### src/rtl/modbus_crc16_rx_check_if.sv
// rtl/modbus_crc16_rx_check_if.sv - byte stream and verdict bundle for the CRC-16/MODBUS receive checker
interface modbus_crc16_rx_check_if;
    logic [7:0]  rx_byte;
    logic        rx_valid;
    logic        rx_ready;
    logic        eof;
    logic        frame_done;
    logic        crc_ok;
    logic        overrun;
    logic [8:0]  frame_len;
    logic [15:0] crc_res;

    modport master (
        output rx_byte, rx_valid, eof,
        input  rx_ready, frame_done, crc_ok, overrun, frame_len, crc_res
    );

    modport slave (
        input  rx_byte, rx_valid, eof,
        output rx_ready, frame_done, crc_ok, overrun, frame_len, crc_res
    );
endinterface

### src/rtl/modbus_crc16_rx_check.sv
// rtl/modbus_crc16_rx_check.sv - CRC-16/MODBUS receive checker (bit-serial; CRC_RX_BYTEWISE_EN selects one byte per cycle)
module modbus_crc16_rx_check #(
    parameter int MAX_LEN = 256,
    parameter int MIN_LEN = 4
) (
    input logic                    clk,
    input logic                    rst_n,
    modbus_crc16_rx_check_if.slave bus
);
    typedef enum logic [1:0] {IDLE, SHIFT, DONE} state_t;

    localparam logic [8:0]  MAX9     = 9'(MAX_LEN);
    localparam logic [8:0]  MIN9     = 9'(MIN_LEN);
    localparam logic [15:0] CRC_INIT = 16'hFFFF;

    state_t      state_q, state_d;
    logic [15:0] crc_q, crc_d;
    logic [8:0]  len_q, len_d;
    logic        ovr_q, ovr_d;
    logic        latch;
    logic        ready;
`ifndef CRC_RX_BYTEWISE_EN
    logic [2:0]  cnt_q, cnt_d;
    logic        pend_q, pend_d;
`endif

    logic        ok_q, ovr_out_q;
    logic [8:0]  len_out_q;
    logic [15:0] res_out_q;
    logic        ok_d;

    function automatic logic [15:0] crc_step(input logic [15:0] c);
        return c[0] ? ((c >> 1) ^ 16'hA001) : (c >> 1);
    endfunction

`ifdef CRC_RX_BYTEWISE_EN
    function automatic logic [15:0] crc_byte(input logic [15:0] c, input logic [7:0] b);
        logic [15:0] r;
        r = c ^ {8'h00, b};
        for (int i = 0; i < 8; i++) r = crc_step(r);
        return r;
    endfunction
`endif

    always_comb begin
        state_d = state_q;
        crc_d   = crc_q;
        len_d   = len_q;
        ovr_d   = ovr_q;
        latch   = 1'b0;
        ready   = 1'b0;
`ifndef CRC_RX_BYTEWISE_EN
        cnt_d   = cnt_q;
        pend_d  = pend_q;
`endif
        case (state_q)
            IDLE: begin
                ready = 1'b1;
                if (bus.rx_valid) begin
                    // Bytes past MAX_LEN are swallowed so the frame still ends on eof.
                    if (len_q < MAX9) len_d = len_q + 9'd1;
                    else              ovr_d = 1'b1;
`ifdef CRC_RX_BYTEWISE_EN
                    crc_d = crc_byte(crc_q, bus.rx_byte);
                    if (bus.eof) begin
                        latch   = 1'b1;
                        state_d = DONE;
                    end
`else
                    crc_d   = crc_q ^ {8'h00, bus.rx_byte};
                    cnt_d   = 3'd0;
                    pend_d  = bus.eof;
                    state_d = SHIFT;
`endif
                end else if (bus.eof && len_q != 9'd0) begin
                    latch   = 1'b1;
                    state_d = DONE;
                end
            end
`ifndef CRC_RX_BYTEWISE_EN
            SHIFT: begin
                crc_d = crc_step(crc_q);
                cnt_d = cnt_q + 3'd1;
                if (bus.eof) pend_d = 1'b1;
                if (cnt_q == 3'd7) begin
                    if (pend_q || bus.eof) begin
                        latch   = 1'b1;
                        state_d = DONE;
                    end else begin
                        state_d = IDLE;
                    end
                end
            end
`endif
            DONE: begin
                crc_d   = CRC_INIT;
                len_d   = 9'd0;
                ovr_d   = 1'b0;
`ifndef CRC_RX_BYTEWISE_EN
                pend_d  = 1'b0;
`endif
                state_d = IDLE;
            end
            default: state_d = IDLE;
        endcase
    end

    // Verdict is taken from the next-state values so the last byte/shift is included.
    assign ok_d = (crc_d == 16'h0000) && (len_d >= MIN9) && (len_d <= MAX9) && !ovr_d;

    always_ff @(posedge clk or negedge rst_n) begin
        if (!rst_n) begin
            state_q   <= IDLE;
            crc_q     <= CRC_INIT;
            len_q     <= 9'd0;
            ovr_q     <= 1'b0;
`ifndef CRC_RX_BYTEWISE_EN
            cnt_q     <= 3'd0;
            pend_q    <= 1'b0;
`endif
            ok_q      <= 1'b0;
            ovr_out_q <= 1'b0;
            len_out_q <= 9'd0;
            res_out_q <= CRC_INIT;
        end else begin
            state_q <= state_d;
            crc_q   <= crc_d;
            len_q   <= len_d;
            ovr_q   <= ovr_d;
`ifndef CRC_RX_BYTEWISE_EN
            cnt_q   <= cnt_d;
            pend_q  <= pend_d;
`endif
            if (latch) begin
                ok_q      <= ok_d;
                ovr_out_q <= ovr_d;
                len_out_q <= len_d;
                res_out_q <= crc_d;
            end
        end
    end

    assign bus.rx_ready   = ready;
    assign bus.frame_done = (state_q == DONE);
    assign bus.crc_ok     = ok_q;
    assign bus.overrun    = ovr_out_q;
    assign bus.frame_len  = len_out_q;
    assign bus.crc_res    = res_out_q;
endmodule

### src/flat_wrapper.sv
// flat-port wrapper written by rule: the top's interface ports become plain ports
module modbus_crc16_rx_check_flat 
#(
    parameter int MAX_LEN = 256,
    parameter int MIN_LEN = 4
)
  (clk, rst_n, bus_rx_byte, bus_rx_valid, bus_eof, bus_rx_ready, bus_frame_done, bus_crc_ok, bus_overrun, bus_frame_len, bus_crc_res);
  modbus_crc16_rx_check_if bus_i ();
  input logic clk;
  input logic rst_n;
  input wire logic [$bits(bus_i.rx_byte)-1:0] bus_rx_byte;
  input wire logic [$bits(bus_i.rx_valid)-1:0] bus_rx_valid;
  input wire logic [$bits(bus_i.eof)-1:0] bus_eof;
  output wire logic [$bits(bus_i.rx_ready)-1:0] bus_rx_ready;
  output wire logic [$bits(bus_i.frame_done)-1:0] bus_frame_done;
  output wire logic [$bits(bus_i.crc_ok)-1:0] bus_crc_ok;
  output wire logic [$bits(bus_i.overrun)-1:0] bus_overrun;
  output wire logic [$bits(bus_i.frame_len)-1:0] bus_frame_len;
  output wire logic [$bits(bus_i.crc_res)-1:0] bus_crc_res;
  assign bus_i.rx_byte = bus_rx_byte;
  assign bus_i.rx_valid = bus_rx_valid;
  assign bus_i.eof = bus_eof;
  assign bus_rx_ready = bus_i.rx_ready;
  assign bus_frame_done = bus_i.frame_done;
  assign bus_crc_ok = bus_i.crc_ok;
  assign bus_overrun = bus_i.overrun;
  assign bus_frame_len = bus_i.frame_len;
  assign bus_crc_res = bus_i.crc_res;
  modbus_crc16_rx_check #(.MAX_LEN(MAX_LEN), .MIN_LEN(MIN_LEN)) u_core (.clk(clk), .rst_n(rst_n), .bus(bus_i));
endmodule
### config.mk
export PLATFORM = sky130hd
export DESIGN_NAME = modbus_crc16_rx_check_flat
export DESIGN_NICKNAME = d
export VERILOG_FILES = /design/src/rtl/modbus_crc16_rx_check_if.sv /design/src/rtl/modbus_crc16_rx_check.sv /design/src/flat_wrapper.sv
export SDC_FILE = /design/constraint.sdc
export NUM_CORES = 1
export LEC_CHECK = 0
export CORE_AREA = 2 2 105 86
export CTS_CLUSTER_SIZE = 16
export DETAILED_ROUTE_END_ITERATION = 8
export DIE_AREA = 0 0 107 88
export MAX_ROUTING_LAYER = met4
export SYNTH_ARGS = -nofsm -noshare
export SYNTH_HDL_FRONTEND = slang
export SYNTH_SLANG_ARGS = --single-unit
### constraint.sdc
create_clock -name clk -period 2.55 [get_ports clk]
set_clock_uncertainty 0.1 [all_clocks]
set_input_delay 0.51 -clock clk [delete_from_list [all_inputs] [get_ports clk]]
set_output_delay 0.51 -clock clk [all_outputs]
set_load 0.005 [all_outputs]
==> flow_metrics.py, run 1 <==
metrics = {
    "logic_synthesis": {
        "yosys.area_share.simple_pct": 23.5,
        "synth_top_area_cell": "dfstp_2",
        "async_reset_ff_share_pct": 100,
        "syn_area_sq_mm": 0.00310,
        "synthFlopType": "dfstp_2",
        "synth.area.mux_share_pct": 2.34,
        "synth_compound_area_share_pct": 16.3,
        "yosys_warnings": 0,
        "synth-adder-area-share_pct": 3.23,
        "yosysUniqueCellTypes": 58,
        "synth_top_family_by_area": "simple AND/OR/NAND/NOR gates",
        "seq_area_frac_synth_pct": 48.9,
        "synth-edff-count": 0,
        "yosysMostFrequentCell": "nand2_1",
        "syn_area_per_cell_sq_um": 9.10,
        "synthXorXnorAreaFrac_pct": 0.847,
        "netlist_top_cells_count": "87 x nand2_1, 32 x dfstp_2, 31 x a21oi_1, 27 x dfrtp_1, 20 x nor2_1",
        "ys_seq_elements": 59,
        "syn_nets": 361,
        "synth_top_area_share_pct": 27.1,
        "synthTopCellsByArea": "dfstp_2 27%, dfrtp_1 22%, nand2_1 11%",
        "synth_cells": 341,
    },
    "hold_path": {
        "holdPathStages": 2,
        "hold_class": "register to register",
    },
    "cts": {
        "htreeDepth": 3,
        "cts_sinks": 59,
        "clock-root-buffer": "clkbuf_8",
        "insertion_delay_ns": 0.35,
        "postCtsHoldBufs": 0,
        "cts_tree": "done",
        "cts_setup_buffers": 0,
        "clkTransAtPathRegs_ns": 0.08,
        "cts_buffers": 9,
        "clk_path_buf_depth": 2,
    },
    "power": {
        "leakagePower_nw": 1.83,
        "power_density_mw_per_mm2": 1320,
        "clkPwrFrac_pct": 17.6,
        "p_sw_mw": 2.02,
        "seqPwrFrac_pct": 33.9,
        "p_comb_share_pct": 48.4,
        "vdd_drop_max_v": 0.000604,
        "swShare_pct": 37.3,
        "power.total_mw": 5.42,
        "intPower_mw": 3.40,
    },
    "setup_path": {
        "max_stage_delay_ns": 0.50,
        "arrival_ns": 1.83,
        "reg2reg_to": "u_core.bus.crc_ok$_DFFE_PN0P_",
        "required_ns": 1.94,
        "path_cells": "inv_1 -> ha_4 -> buf_4 -> clkdlybuf4s50_1",
        "cpMaxStageDelayCell": "clkdlybuf4s50_1",
        "crit_family": "buffers and inverters",
        "crit_path_start_kind": "register",
        "crit_buf_inv": 3,
        "path_depth": 4,
        "r2r_slack_ns": 0.22,
        "crit_start": "u_core.state_q[0]$_DFFE_PN0P_",
        "critical_path_class": "register to output pin",
        "crit_end": "bus_rx_ready",
        "end_kind": "output pin",
        "path_max_fanout": 8,
        "timing.rr.start": "u_core.state_q[0]$_DFFE_PN0P_",
        "reg2reg_depth": 9,
    },
    "final_layout": {
        "drive_above_1_share_pct": 25.7,
        "n_antenna_cell": 0,
        "fin_nets": 431,
        "layoutNonFillerInstCount": 528,
        "ff_latch_area_sq_mm": 0.00152,
        "multiInputGateArea_sq_mm": 0.00147,
        "fillers": 796,
        "stdcell_area_sq_mm": 0.00411,
        "syn2layout_area_growth_pct": 32.4,
        "fin_util_pct": 49.1,
    },
    "floorplan": {
        "die_w_microns": 107,
        "start_util_pct": 37.1,
        "dieHeight_microns": 88,
        "boundaryPins": 41,
        "num_rows": 30,
        "dieArea_sq_mm": 0.00942,
        "core-area_sq_mm": 0.00837,
    },
    "timing": {
        "post-route-period-util_pct": 95.7,
        "hold_violations": 0,
        "slew_headroom_pct": 63.8,
        "slew_viol_final": 0,
        "clock.fmax_ghz": 0.410,
        "rsz0062_at_grt": "false",
        "setup_viol": 0,
        "fin_crit_ns": 2.44,
        "tightest_slew_ns": 0.543,
    },
    "global_routing": {
        "use_met2_pct": 28.0,
        "grt_max_degree": 37,
        "grt_pass1_vias": 2621,
        "use_met1_pct": 24.9,
        "grt_pass1_wl_mm": 13.1,
        "overflow": 0,
        "grt-busiest-layer": "met2",
        "grt_antenna_before_repair": 0,
        "grt.total_usage_pct": 18.5,
        "met3_usage_pct": 3.72,
    },
    "drt": {
        "drt_iter0_markers": 101,
        "drt_pass1_iterations": 4,
        "ant_nets": 0,
        "wl_mm": 7.86,
        "avgViaCountPerCell": 5.10,
        "drc": 0,
        "vias": 2693,
        "wire_per_inst_microns": 14.9,
    },
    "placed_design": {
        "io_buffers": 40,
        "dpl.cell_count": 512,
        "dpl_cell_area_sq_mm": 0.00386,
        "gp_congestion": 0.873,
        "dpl.hpwl_mm": 5.68,
    },
    "run_status": {
        "status": "finished clean",
    },
    "job": {
        "maxCapViolCount": 0,
    },
}
-- cells in the final DEF (no fill, tap or decap), types with 2 or more instances in the layout --
master | netlist | layout
nand2_1 | 87 | 87
clkdlybuf4s50_1 | 0 | 39
buf_4 | 0 | 35
dfstp_2 | 32 | 32
a21oi_1 | 31 | 31
dfrtp_1 | 27 | 27
nor2_1 | 20 | 19
o21ai_0 | 14 | 14
inv_1 | 12 | 12
clkbuf_8 | 0 | 10
o21ai_1 | 6 | 6
nor3_1 | 6 | 6
ha_1 | 8 | 6
o211ai_1 | 5 | 5
nand3_1 | 5 | 5
mux2i_1 | 5 | 5
nand4_1 | 4 | 4
a31oi_1 | 5 | 4
nand3_2 | 3 | 3
nand3b_1 | 3 | 3
o221ai_1 | 3 | 3
a32oi_1 | 3 | 3
buf_12 | 0 | 3
nand2b_1 | 2 | 2
nor2b_4 | 2 | 2
or4_1 | 2 | 2
a211oi_1 | 2 | 2
xnor2_1 | 2 | 2
and2_1 | 2 | 2
a22oi_1 | 2 | 2
nor4_1 | 2 | 2
nor2_2 | 1 | 2
clkbuf_1 | 3 | 2
bufinv_16 | 0 | 2
-- sequential cells by signal, indices dropped and copies added, names as in the netlist --
register	cells
u_core.bus.crc_res	16
u_core.crc_q	16
u_core.bus.frame_len	9
u_core.len_q	9
u_core.cnt_q	3
u_core.state_q	2
u_core.bus.crc_ok	1
u_core.bus.overrun	1
u_core.ovr_q	1
u_core.pend_q	1
-- per-stage QoR --
step / hold slack, ns / setup WS [ns] / setup TNS [ns]
after detailed placement: 0.344 / -0.0637 / -0.0637
after global routing: 0.368 / 0.0124 / 0
final: 0.354 / 0.111 / 0
after floorplan: 0.114 / 0.381 / 0
after global placement: 0.342 / -0.0403 / -0.0403
after CTS: 0.355 / 0.0478 / 0
-- routing by layer --
layer | vias up | wire (microns)
li1 | 1323 | -
met1 | 1316 | 3990
met2 | 43 | 3520
met3 | 11 | 253
met4 | 0 | 106
met5 | - | 0
-- power by group through the flow --
stage                     combinational [mW]  sequential [mW]  clock [mW]
after floorplan                         1.41             1.78           0
after global placement                  2.55             1.83           0
after detailed placement                2.57             1.85           0
after CTS                               2.59             1.83       0.978
after global routing                    2.92             1.89        1.01
final                                   2.62             1.84       0.954
-- cells by family after synthesis --
family / count (synthesis)
and+or+nand+nor: 151
adders and majority gates: 8
DFF: 59
buffers and inverters: 32
xor gates and xnor gates: 3
muxes: 7
AOI/OAI and AO/OA: 81
-- area by class of cell --
type,instances,area share (%)
tap,112,3.41
inverter,13,1.19
sequential,59,36.9
timing repair buffer,78,17.5
clock buffer,12,3.53
multi-input combinational,250,35.7
clock inverter,4,1.80
-- how the worst min path moves through the flow --
stage | start | endpoint | slack [ns]
global route | u_core.bus.crc_res[9]$_DFFE_PN1P_ | u_core.bus.crc_res[9]$_DFFE_PN1P_ | 0.37
floorplan | rst_n | u_core.bus.crc_ok$_DFFE_PN0P_ | 0.11
global placement | u_core.bus.crc_res[10]$_DFFE_PN1P_ | u_core.bus.crc_res[10]$_DFFE_PN1P_ | 0.34
detailed placement | u_core.bus.crc_res[8]$_DFFE_PN1P_ | u_core.bus.crc_res[8]$_DFFE_PN1P_ | 0.34
finish | u_core.bus.crc_res[10]$_DFFE_PN1P_ | u_core.bus.crc_res[10]$_DFFE_PN1P_ | 0.35
CTS | u_core.bus.crc_res[10]$_DFFE_PN1P_ | u_core.bus.crc_res[10]$_DFFE_PN1P_ | 0.35
-- worst reg2reg max path, stage by stage (launching register included) --
cell	delay, ns
dfrtp_1	0.43
inv_1	0.17
ha_4	0.23
nand3_1	0.20
o311ai_2	0.32
o41ai_2	0.14
nor3_2	0.18
nand3_2	0.09
mux2i_1	0.13
a32o_1	0.22
-- what timing repair did --
item	in CTS	in global routing
gates resized for setup	1	5
endpoints found under the setup margin	2	2
pin swaps	0	1
Power figures use the tool's default switching activity.
==> run 2, diff against run 1 <==
--- a/config.mk
+++ b/config.mk
@@ -5,11 +5,15 @@
 export SDC_FILE = /design/constraint.sdc
 export NUM_CORES = 1
 export LEC_CHECK = 0
+export CELL_PAD_IN_SITES_DETAIL_PLACEMENT = 0
+export CELL_PAD_IN_SITES_GLOBAL_PLACEMENT = 1
 export CORE_AREA = 2 2 105 86
 export CTS_CLUSTER_SIZE = 16
 export DETAILED_ROUTE_END_ITERATION = 8
 export DIE_AREA = 0 0 107 88
 export MAX_ROUTING_LAYER = met4
+export PLACE_DENSITY_LB_ADDON = 0.1
+export SETUP_SLACK_MARGIN = 0.4
 export SYNTH_ARGS = -nofsm -noshare
 export SYNTH_HDL_FRONTEND = slang
 export SYNTH_SLANG_ARGS = --single-unit
==> flow_metrics.py, run 2 (synthesis results as in run 1) <==
metrics = {
    "run_status": {
        "status": "finished clean",
    },
    "global_routing": {
        "grt_max_degree": 40,
        "grt_antenna_before_repair": 0,
        "overflow": 0,
        "grt_pass1_wl_mm": 14.8,
        "grt.total_usage_pct": 21.4,
        "grt_pass1_vias": 2878,
    },
    "drt": {
        "drc": 0,
        "drt_pass1_iterations": 4,
        "wire_per_inst_microns": 16.2,
        "wl_mm": 9.04,
        "drt_iter0_markers": 100,
        "vias": 2859,
        "avgViaCountPerCell": 5.11,
        "ant_nets": 0,
    },
    "power": {
        "power_density_mw_per_mm2": 1320,
        "p_sw_mw": 2.29,
        "swShare_pct": 38.5,
        "intPower_mw": 3.65,
        "leakagePower_nw": 2.05,
        "clkPwrFrac_pct": 13.3,
        "seqPwrFrac_pct": 31.5,
        "vdd_drop_max_v": 0.000778,
        "p_comb_share_pct": 55.2,
    },
    "timing": {
        "tightest_slew_ns": 0.504,
        "clock.fmax_ghz": 0.442,
        "hold_violations": 0,
        "rsz0062_at_grt": "true",
        "whs_ns": 0.354,
        "fin_crit_ns": 2.26,
        "slew_headroom_pct": 66.4,
        "setup_viol": 0,
        "slew_viol_final": 0,
        "tns_ns": 0,
        "post-route-period-util_pct": 88.7,
    },
    "cts": {
        "clkTransAtPathRegs_ns": 0.07,
        "clk_path_buf_depth": 2,
        "clock-root-buffer": "clkbuf_8",
        "cts_tree": "done",
        "cts_buffers": 9,
        "cts_sinks": 59,
        "insertion_delay_ns": 0.34,
        "htreeDepth": 3,
    },
    "final_layout": {
        "n_antenna_cell": 0,
        "fillers": 809,
        "layout_commonest_cell": "nand2_1",
        "final_cell_mix": "85 x nand2_1, 55 x buf_4, 36 x clkdlybuf4s50_1",
        "syn2layout_area_growth_pct": 45.6,
        "drive_above_1_share_pct": 36.0,
        "fin_util_pct": 54.0,
        "fin_nets": 462,
        "layoutNonFillerInstCount": 559,
    },
    "floorplan": {
        "dieArea_sq_mm": 0.00942,
        "num_rows": 30,
        "core-area_sq_mm": 0.00837,
        "boundaryPins": 41,
        "start_util_pct": 37.1,
        "dieHeight_microns": 88,
        "die_w_microns": 107,
    },
    "hold_path": {
        "hold_class": "register to register",
        "holdPathStages": 2,
        "min_to": "u_core.bus.crc_res[12]$_DFFE_PN1P_",
        "hold_start": "u_core.bus.crc_res[12]$_DFFE_PN1P_",
    },
    "placed_design": {
        "dpl.cell_count": 521,
        "dpl.hpwl_mm": 6.00,
        "gp_congestion": 0.856,
        "io_buffers": 40,
    },
    "setup_path": {
        "timing.rr.start": "u_core.state_q[1]$_DFFE_PN0P_",
        "path_max_fanout": 17,
        "arrival_ns": 2.45,
        "reg2reg_depth": 10,
        "r2r_slack_ns": 0.29,
        "end_kind": "register",
        "critical_path_class": "register to register",
        "required_ns": 2.73,
        "crit_path_start_kind": "register",
        "reg2reg_to": "u_core.bus.crc_ok$_DFFE_PN0P_",
    },
    "job": {
        "maxCapViolCount": 0,
    },
}
run 2: cell types whose count changed in the layout (fill, tap and decap cells not counted), moves of 3 or more:
cell	before	now
buf_4	35	55
dlygate4sd2_1	0	3
clkdlybuf4s50_1	39	36
a21oi_1	31	25
buf_12	3	6
buf_6	0	5
a21oi_2	0	6
run 2: repair_timing:
item / CTS / global route
buffers inserted: 16 / 4
pin swaps: 15 / 2
hold buffers: 0 / 0
gates cloned: 0 / 2
setup endpoints to repair: 29 / 27
gates resized for setup: 39 / 11
run 2: how the worst max path moves through the flow:
stage	end	slack, ns	cells past startpoint	start
after global placement	u_core.bus.crc_ok$_DFFE_PN0P_	-0.1	9	bus_rx_valid
after CTS	u_core.bus.crc_ok$_DFFE_PN0P_	0.33	10	u_core.state_q[0]$_DFFE_PN0P_
final	u_core.bus.crc_ok$_DFFE_PN0P_	0.29	10	u_core.state_q[1]$_DFFE_PN0P_
after global routing	u_core.bus.crc_ok$_DFFE_PN0P_	0.14	10	u_core.state_q[0]$_DFFE_PN0P_
after detailed placement	u_core.bus.crc_ok$_DFFE_PN0P_	-0.14	9	bus_rx_valid
after floorplan	u_core.bus.crc_ok$_DFFE_PN0P_	0.40	10	u_core.state_q[0]$_DFFE_PN0P_
run 2: stage by stage:
step | instance area (sq um) | setup WS, ns | total power, mW
final | 4520 | 0.289 | 5.94
after global routing | 4520 | 0.140 | 6.43
after CTS | 4410 | 0.329 | 5.82
after detailed placement | 3930 | -0.136 | 4.54
after global placement | 3930 | -0.0993 | 4.53
after floorplan | 3110 | 0.403 | 3.20
run 2: layer usage:
metal / routed length (microns) / up-vias / global-route usage [%] / part of all wire, %
met5: 0 / - / - / 0
met2: 3980 / 67 / 31.6 / 44
met4: 102 / 0 / 5.08 / 1.1
met3: 430 / 9 / 5.36 / 4.8
li1: - / 1388 / - / -
met1: 4520 / 1395 / 29.6 / 50
run 2: worst max-delay path, cell delays in order (launching register included):
cell and delay (ns):
dfrtp_1 0.39, buf_4 0.16, ha_4 0.16, buf_12 0.12, buf_12 0.14, a21oi_2 0.13
o21ai_2 0.09, nor4_2 0.32, nand4_1 0.20, nor4_4 0.19, a32o_1 0.19
run 2: area by class of cell:
type,instances,area (sq um),area share [%]
Inverter,13,48.8,1.08
Clock buffer,12,155,3.43
Multi-Input combinational cell,250,1600,35.5
Sequential cell,59,1520,33.6
Clock inverter,4,26.3,0.582
Tap cell,112,140,3.10
Timing Repair Buffer,109,1030,22.7
run 2: power groups by stage:
stage	clock, mW	combinational, mW	sequential, mW
detailed placement	0	2.68	1.85
finish	0.790	3.28	1.87
CTS	0.815	3.15	1.86
global placement	0	2.68	1.85
global route	0.861	3.64	1.93
floorplan	0	1.41	1.78
==> run 3, diff against run 2 <==
--- a/config.mk
+++ b/config.mk
@@ -14,6 +14,7 @@
 export MAX_ROUTING_LAYER = met4
 export PLACE_DENSITY_LB_ADDON = 0.1
 export SETUP_SLACK_MARGIN = 0.4
+export SKIP_CTS_REPAIR_TIMING = 1
 export SYNTH_ARGS = -nofsm -noshare
 export SYNTH_HDL_FRONTEND = slang
 export SYNTH_SLANG_ARGS = --single-unit
==> flow_metrics.py, run 3 (synthesis results as in run 1) <==
metrics = {
    "placed_design": {
        "dpl.hpwl_mm": 6.00,
        "dpl_cell_area_sq_mm": 0.00393,
        "io_buffers": 40,
        "gp_congestion": 0.856,
        "post-place-ws_ns": -0.136,
    },
    "drt": {
        "ant_nets": 0,
        "vias": 2822,
        "drc": 0,
        "drt_iter0_markers": 125,
        "wire_per_inst_microns": 15.8,
        "avgViaCountPerCell": 5.17,
        "drt_pass1_iterations": 4,
        "wl_mm": 8.64,
    },
    "floorplan": {
        "dieArea_sq_mm": 0.00942,
        "dieHeight_microns": 88,
        "boundaryPins": 41,
        "core-area_sq_mm": 0.00837,
        "start_util_pct": 37.1,
        "die_w_microns": 107,
        "num_rows": 30,
    },
    "power": {
        "vdd_drop_max_v": 0.000714,
        "leakagePower_nw": 1.97,
        "power_density_mw_per_mm2": 1290,
    },
    "timing": {
        "clock.fmax_ghz": 0.449,
        "fin_crit_ns": 2.23,
        "slew_headroom_pct": 66.3,
        "tightest_slew_ns": 0.506,
        "setup_viol": 0,
        "post-route-period-util_pct": 87.4,
        "hold_violations": 0,
        "slew_viol_final": 0,
        "rsz0062_at_grt": "true",
        "setup_slack_ns": 0.321,
    },
    "final_layout": {
        "fin_nets": 449,
        "drive_above_1_share_pct": 33.4,
        "syn2layout_area_growth_pct": 40.5,
        "layout_commonest_cell": "nand2_1",
        "n_antenna_cell": 0,
        "final_cell_mix": "87 x nand2_1, 48 x buf_4, 37 x clkdlybuf4s50_1",
        "stdcell_area_sq_mm": 0.00436,
        "fillers": 832,
    },
    "global_routing": {
        "grt_pass1_vias": 2777,
        "grt_antenna_before_repair": 0,
        "overflow": 0,
        "grt_max_degree": 40,
        "grt_pass1_wl_mm": 14.3,
        "grt.total_usage_pct": 20.6,
    },
    "setup_path": {
        "required_ns": 2.69,
        "arrival_ns": 2.37,
        "reg2reg_depth": 9,
        "critical_path_class": "register to register",
        "end_kind": "register",
        "crit_path_start_kind": "register",
        "path_max_fanout": 9,
    },
    "job": {
        "maxCapViolCount": 0,
    },
    "cts": {
        "htreeDepth": 3,
        "clock-root-buffer": "clkbuf_8",
        "insertion_delay_ns": 0.34,
        "cts_buffers": 9,
        "cts_sinks": 59,
        "clkTransAtPathRegs_ns": 0.07,
        "cts_tree": "done",
        "clk_path_buf_depth": 2,
    },
    "hold_path": {
        "holdPathStages": 2,
        "hold_class": "register to register",
    },
    "run_status": {
        "status": "finished clean",
    },
}
run 3: cell types whose count changed in the layout (fill, tap and decap cells not counted), moves of 2 or more:
cell            before  now
a21oi_1             25   27
a21oi_2              6    4
buf_4               55   48
buf_6                5    3
dlygate4sd2_1        3    0
dlymetal6s2s_1       0    2
nand2_1             85   87
nand2_2              3    1
o21ai_1              5    8
o21ai_2              2    0
run 3: report_power, final:
part / switching, mW / leakage (nW) / internal (mW) / total, mW
Combinational: 1.44 / 1.18 / 1.53 / 2.97
Clock: 0.384 / 0.0924 / 0.404 / 0.788
Sequential: 0.354 / 0.692 / 1.51 / 1.87
run 3: layout make-up:
| class | instances | area [sq um] | area share (%) |
|---|---|---|---|
| flip-flops and latches | 59 | 1520 | 34.9 |
| inverters | 13 | 51.3 | 1.18 |
| clock inverters | 4 | 26.3 | 0.603 |
| clock buffers | 12 | 155 | 3.56 |
| well taps | 112 | 140 | 3.22 |
| repair buffers | 96 | 895 | 20.5 |
| multi-input cells | 250 | 1570 | 36.0 |
run 3: path summary, 6_finish.rpt:
kind                                                    start                            endpoint  slack, ns
setup / recovery                u_core.state_q[1]$_DFFE_PN0P_       u_core.bus.crc_ok$_DFFE_PN0P_       0.32
hold / removal             u_core.bus.crc_res[15]$_DFFE_PN1P_  u_core.bus.crc_res[15]$_DFFE_PN1P_       0.35
setup reg to reg                u_core.state_q[1]$_DFFE_PN0P_       u_core.bus.crc_ok$_DFFE_PN0P_       0.32
hold reg to reg            u_core.bus.crc_res[15]$_DFFE_PN1P_  u_core.bus.crc_res[15]$_DFFE_PN1P_       0.35
max in group asynchronous                               rst_n  u_core.bus.crc_res[15]$_DFFE_PN1P_       1.66
min in group asynchronous                               rst_n           u_core.crc_q[1]$_DFF_PN1_       0.36
run 3: critical path: stages, from the launching register on:
cell and delay (ns):
dfrtp_1 0.42, inv_2 0.11, ha_4 0.21, nand3_2 0.16, o311ai_4 0.29, o41ai_2 0.13
nor3_2 0.19, nand3_2 0.10, mux2i_1 0.15, a32o_2 0.26
run 3: stage by stage:
stage	setup TNS (ns)	std cells	utilization [%]	hold WS [ns]	total power [mW]
finish	0	546	52.1	0.354	5.63
floorplan	0	341	-	0.114	3.20
global route	0	546	52.1	0.374	6.12
global placement	-0.0993	521	47.0	0.343	4.53
detailed placement	-0.136	521	47.0	0.345	4.54
CTS	-0.0145	537	49.2	0.357	5.36
run 3: layer usage:
layer  vias up  global-route usage (%)  wire [microns]
met4         0                    5.08              97
met1      1373                    29.0            4370
met2        81                    29.6            3740
li1       1360                       -               -
met3         8                    5.36             433
met5         -                       -               0
